### config.mk
export PLATFORM = sky130hd
export DESIGN_NAME = qspi_bus_arbiter
export DESIGN_NICKNAME = d
export VERILOG_FILES = /design/src/rtl/qspi_bus_arbiter.sv
export SDC_FILE = /design/constraint.sdc
export NUM_CORES = 1
export LEC_CHECK = 0
export ABC_AREA = 0
export BUFFER_PORTS_ARGS = -buffer_cell sky130_fd_sc_hd__buf_2
export CAP_MARGIN = 20
export CORE_UTILIZATION = 45
export DETAILED_ROUTE_END_ITERATION = 7
export PLACE_DENSITY = 0.77
export SYNTH_ARGS = -nofsm -noshare
export SYNTH_HDL_FRONTEND = slang
export SYNTH_SLANG_ARGS = --single-unit
export TNS_END_PERCENT = 100
### constraint.sdc
create_clock -name clk -period 2.8 [get_ports clk]
set_clock_uncertainty 0.15 [all_clocks]
set_input_delay 0.14 -clock clk [delete_from_list [all_inputs] [get_ports clk]]
set_output_delay 0.14 -clock clk [all_outputs]
set_load 0.01 [all_outputs]
### src/rtl/qspi_bus_arbiter.sv
// Two-requester QSPI pin-set arbiter with chip-select guard time and bounded fairness.
// Optional: define SPI_ARB_TIMEOUT_EN to bound m1 tenure to TIMEOUT_CYCLES (forced revoke + lock).
module qspi_bus_arbiter #(
    parameter int unsigned GUARD_CYCLES   = 4,
    parameter int unsigned FAIR_LIMIT     = 3,
    parameter int unsigned TIMEOUT_CYCLES = 65536
) (
    input  logic       clk,
    input  logic       rst_n,
    input  logic       m0_req_i,
    output logic       m0_gnt_o,
    input  logic       m0_spi_clk_i,
    input  logic       m0_spi_sel_i,
    input  logic [3:0] m0_spi_d_out_i,
    input  logic [3:0] m0_spi_d_dir_i,
    output logic [3:0] m0_spi_d_in_o,
    input  logic       m1_req_i,
    output logic       m1_gnt_o,
    input  logic       m1_spi_clk_i,
    input  logic       m1_spi_sel_i,
    input  logic [3:0] m1_spi_d_out_i,
    input  logic [3:0] m1_spi_d_dir_i,
    output logic [3:0] m1_spi_d_in_o,
    output logic       spi_clk_o,
    output logic       spi_sel_o,
    output logic [3:0] spi_d_out_o,
    output logic [3:0] spi_d_dir_o,
    input  logic [3:0] spi_d_in_i,
    output logic [1:0] owner_o,
    output logic       m1_timeout_o
);
    typedef enum logic [1:0] {IDLE, OWN0, OWN1, GUARD} state_e;

    typedef struct packed {
        logic       clk;
        logic       sel;
        logic [3:0] d_out;
        logic [3:0] d_dir;
    } pins_t;

    localparam logic [3:0] GUARD_LD = 4'(GUARD_CYCLES);
    localparam logic [3:0] GUARD_RL = 4'(GUARD_CYCLES - 1);
    localparam logic [3:0] FAIR_MAX = 4'(FAIR_LIMIT);
    localparam pins_t      PINS_IDLE = '{clk: 1'b0, sel: 1'b1, d_out: 4'h0, d_dir: 4'h0};

    state_e     state_q;
    logic [3:0] guard_q;
    logic [3:0] fair_q;
    logic       m0_gnt_q, m1_gnt_q, m1_timeout_q, m1_lock_q;
    logic [1:0] owner_q;

    logic fair_hit, m1_wait, pick0, pick1, tmo_hit;
    pins_t m0_pins, m1_pins, bus;

    // A locked m1 is not really waiting, so it must not block m0 via the fairness rule.
    assign fair_hit = (fair_q == FAIR_MAX);
    assign m1_wait  = m1_req_i && !m1_lock_q;
    assign pick0    = m0_req_i && !(m1_wait && fair_hit);
    assign pick1    = m1_wait && (!m0_req_i || fair_hit);

`ifdef SPI_ARB_TIMEOUT_EN
    localparam logic [16:0] TEN_MAX = 17'(TIMEOUT_CYCLES - 1);
    logic [16:0] ten_q;

    assign tmo_hit = (state_q == OWN1) && (ten_q == TEN_MAX);

    always_ff @(posedge clk or negedge rst_n) begin
        if (!rst_n)                ten_q <= '0;
        else if (state_q != OWN1)  ten_q <= '0;
        else                       ten_q <= ten_q + 17'd1;
    end
`else
    assign tmo_hit = 1'b0;
`endif

    always_ff @(posedge clk or negedge rst_n) begin
        if (!rst_n) begin
            state_q      <= GUARD;
            guard_q      <= GUARD_LD;
            fair_q       <= '0;
            m0_gnt_q     <= 1'b0;
            m1_gnt_q     <= 1'b0;
            owner_q      <= 2'd0;
            m1_timeout_q <= 1'b0;
            m1_lock_q    <= 1'b0;
        end else begin
            m1_timeout_q <= 1'b0;
            if (!m1_req_i) m1_lock_q <= 1'b0;
            case (state_q)
                IDLE: begin
                    if (pick0) begin
                        state_q  <= OWN0;
                        m0_gnt_q <= 1'b1;
                        owner_q  <= 2'd1;
                        if (m1_req_i && !fair_hit) fair_q <= fair_q + 4'd1;
                    end else if (pick1) begin
                        state_q  <= OWN1;
                        m1_gnt_q <= 1'b1;
                        owner_q  <= 2'd2;
                        fair_q   <= '0;
                    end
                end
                OWN0: begin
                    if (!m0_req_i) begin
                        state_q  <= GUARD;
                        guard_q  <= GUARD_RL;
                        m0_gnt_q <= 1'b0;
                        owner_q  <= 2'd0;
                    end
                end
                OWN1: begin
                    if (!m1_req_i || tmo_hit) begin
                        state_q  <= GUARD;
                        guard_q  <= GUARD_RL;
                        m1_gnt_q <= 1'b0;
                        owner_q  <= 2'd0;
                    end
                    if (m1_req_i && tmo_hit) begin
                        m1_timeout_q <= 1'b1;
                        m1_lock_q    <= 1'b1;
                    end
                end
                GUARD: begin
                    if (guard_q == 4'd0) state_q <= IDLE;
                    else                 guard_q <= guard_q - 4'd1;
                end
                default: state_q <= GUARD;
            endcase
            if (!m1_req_i) fair_q <= '0;
        end
    end

    // Pins follow the registered state directly; idle/guard parks cs high.
    assign m0_pins = '{clk: m0_spi_clk_i, sel: m0_spi_sel_i, d_out: m0_spi_d_out_i, d_dir: m0_spi_d_dir_i};
    assign m1_pins = '{clk: m1_spi_clk_i, sel: m1_spi_sel_i, d_out: m1_spi_d_out_i, d_dir: m1_spi_d_dir_i};

    always_comb begin
        bus = PINS_IDLE;
        case (state_q)
            OWN0:    bus = m0_pins;
            OWN1:    bus = m1_pins;
            default: bus = PINS_IDLE;
        endcase
    end

    assign spi_clk_o     = bus.clk;
    assign spi_sel_o     = bus.sel;
    assign spi_d_out_o   = bus.d_out;
    assign spi_d_dir_o   = bus.d_dir;
    assign m0_spi_d_in_o = spi_d_in_i;
    assign m1_spi_d_in_o = spi_d_in_i;
    assign m0_gnt_o      = m0_gnt_q;
    assign m1_gnt_o      = m1_gnt_q;
    assign owner_o       = owner_q;
    assign m1_timeout_o  = m1_timeout_q;
endmodule

==> results.md <==
- Status: finished, final reports clean
- Drt first pass iters: 4
- Worst EP arrival: 2.36 ns
- Pin count of the biggest net entering global routing: 15
- Port bufs: 37
- Final setup viols: 0
- Mapped Cells: 125
- DRC: 0
- Fillers: 200
- Sequential cell area: 354 um^2
- Cts repair resizes: 0
- DP Cell Count: 175
- Top FF cell, synth: dfrtp_1
- Clk_lat worst skew: 0.28 ns
- Post-DP HPWL: 2.01 mm
- Dpl ws: 0.519 ns
- Hold Buf Count CTS: 2
- Critical path's slowest cell: dfstp_2
- Leakage: 0.648 nW
- Row count: 17
- Buf/Inv on CP: 1
- Starting DRT DRC Count: 29
- Mapped Area: 1110 um^2
- Max-cap viol count: 0
- Root buffer cell: clkbuf_4
- Total track usage: 20.7%
- PD cells: 1010 nW/um^2
- Layout Nets: 190
- Vias/cell: 5.44
- Footprint of the multi-input gates: 631 um^2
- Routability cong.: 0.818
- EDFF count, synth: 0
- CTS tree: yes
- Cell family with most CP delay: flip-flops
- Startpoint types: flop
- Initial core utilization: 48.8%
- Share of layout cells above drive strength 1: 34.0%
- Die Span Y: 51.7 um
- Max VDD drop: 0.000529 V
- Full die area: 2670 um^2
- Post-CTS Repair Setup Buffers: 0
- Final setup margin: 0.463 ns
- Post-synth cell types: 42
- Cells taking the most area after synthesis: dfrtp_1 25%, ha_1 9.0%, dfstp_2 7.1%
- DRT Wirelength: 2.63 mm
- CP Cell Sequence: inv_1 -> ha_1 -> a22o_1 -> nor3_1 -> mux2_1
- RSZ-0062 raised after global routing: false
- Hold Vio Cnt, Final: 0
- Initial antenna violation count: 0
- WL per Instance: 14.5 um
- Crit. End Element: flop
- Vias in the first global route: 903
- Setup Crit Path Kind: reg -> reg
- Slew Viols, Final: 0
- Seq/Total Area, Yosys: 31.9%
- Critical path peak fanout: 14
- # H-tree levels: 1
- Core Box Area: 2280 um^2
- Number of inserted diodes: 0
- Top cells by count, synth: 11 x dfrtp_1, 11 x nor2_1, 10 x a22oi_1
- Clock slew at reported path FFs: 0.09 ns
- R2R setup slack: 0.46 ns
- DR vias: 985
- Register bit count reported by yosys: 14
- WP data required: 2.82 ns
- Syn. warnings: 0
- Layout area overhead: 16.6%
- Fmax: 428 MHz
- Grt total ovfl: 0
- Syn nets: 161
- Power, Total: 1.30 mW
- TNS Setup: 0 ns
- Synth area leader: dfrtp_1
- Final cell count without fillers: 181
- Post-synth top area share: 24.8%
- Io pins: 51
- Async SR Flop Fraction: 100%
- CTS buffer count: 3
- Clock sink count: 14
- First-pass GRT wire length: 4.10 mm
- Die Wd: 51.7 um
- CTS Buffer Depth: 2
- Worst hold path type: in -> async
- Antenna-violating nets left: 0
- Tcrit/Tclk final: 83.5%
- Avg Cell Area, Syn: 8.89 um^2
- Biggest cell delay along the critical path: 0.57 ns
- Tmin final: 2.34 ns
[cells in the final DEF, fill, tap and decap left out, types with 2 or more instances in the layout]
cell type	synthesis	layout
inv_1	9	9
nor3_1	5	5
mux2i_1	2	2
nor2_1	11	11
nand2_1	8	8
buf_2	2	37
a22oi_1	10	10
dlygate4sd3_1	0	2
dfstp_2	3	3
clkbuf_4	0	3
dfrtp_1	11	11
o22ai_1	2	2
a21oi_1	3	3
ha_1	8	8
nor3b_1	3	3
and4_2	2	2
nand3_1	2	2
nor2b_1	2	2
o21ai_0	6	6
[cell type report]
cell class	count	share of cell area [%]
clock buffers	4	2.80
inverters	9	2.61
well taps	28	2.71
flip-flops and latches	14	27.3
multi-input cells	87	48.7
repair buffers	39	15.8
[routing by layer]
layer	up-vias	share of wire [%]	global-route usage [%]
met2	19	53	34.8
met4	0	0	5.86
li1	495	-	-
met1	471	44	26.8
met5	-	0	0
met3	0	2.4	3.80
[power by group]
group / leakage [nW] / internal, mW / switching (mW)
Combinational: 0.455 / 0.345 / 0.467
Sequential: 0.172 / 0.282 / 0.0589
Clock: 0.0210 / 0.0791 / 0.0691
[worst register-to-register path: stages (launching register included)]
cell and delay [ns]:
dfstp_2 0.57, inv_1 0.08, ha_1 0.34, a22o_1 0.37
nor3_1 0.37, mux2_1 0.36
[flip-flops by register name, summed over array words and instances, names as in the netlist]
register,count
guard_q,4
fair_q,4
owner_o,2
m0_gnt_o,1
m1_gnt_o,1
state_q,2
[kinds of logic (layout without fill, tap and decap cells)]
family | after synthesis | in the layout | synth area share (%)
compound gates | 31 | 31 | 20.5
mux | 4 | 4 | 4.17
xor+xnor | 1 | 1 | 0.788
flops | 14 | 14 | 31.9
other cells | 1 | 1 | 0.338
buf+inv | 24 | 52 | 11.4
fa+ha+maj | 8 | 8 | 9.01
simple gates | 42 | 42 | 22.0
[final timing paths]
check                                        from                     end  cells after the start
max                        state_q[1]$_DFFE_PN1P_  owner_o[0]$_DFFE_PN0P_                      5
min                                         rst_n   fair_q[3]$_DFFE_PN0P_                      2
max reg2reg                state_q[1]$_DFFE_PN1P_  owner_o[0]$_DFFE_PN0P_                      5
min reg2reg                owner_o[0]$_DFFE_PN0P_  owner_o[0]$_DFFE_PN0P_                      1
max in group asynchronous                   rst_n  state_q[1]$_DFFE_PN1P_                      2
min in group clk                    spi_d_in_i[0]        m0_spi_d_in_o[0]                      0
[metrics by stage]
step	cell area (um^2)	utilization (%)	hold slack, ns
3_5_place_dp	1240	54.4	-0.0972
3_3_place_gp	1240	54.4	-0.102
6_report	1290	56.9	0.125
4_1_cts	1290	56.9	0.123
5_1_grt	1290	56.9	0.130
2_1_floorplan	1110	-	-0.306
Power figures use the tool's default switching activity.
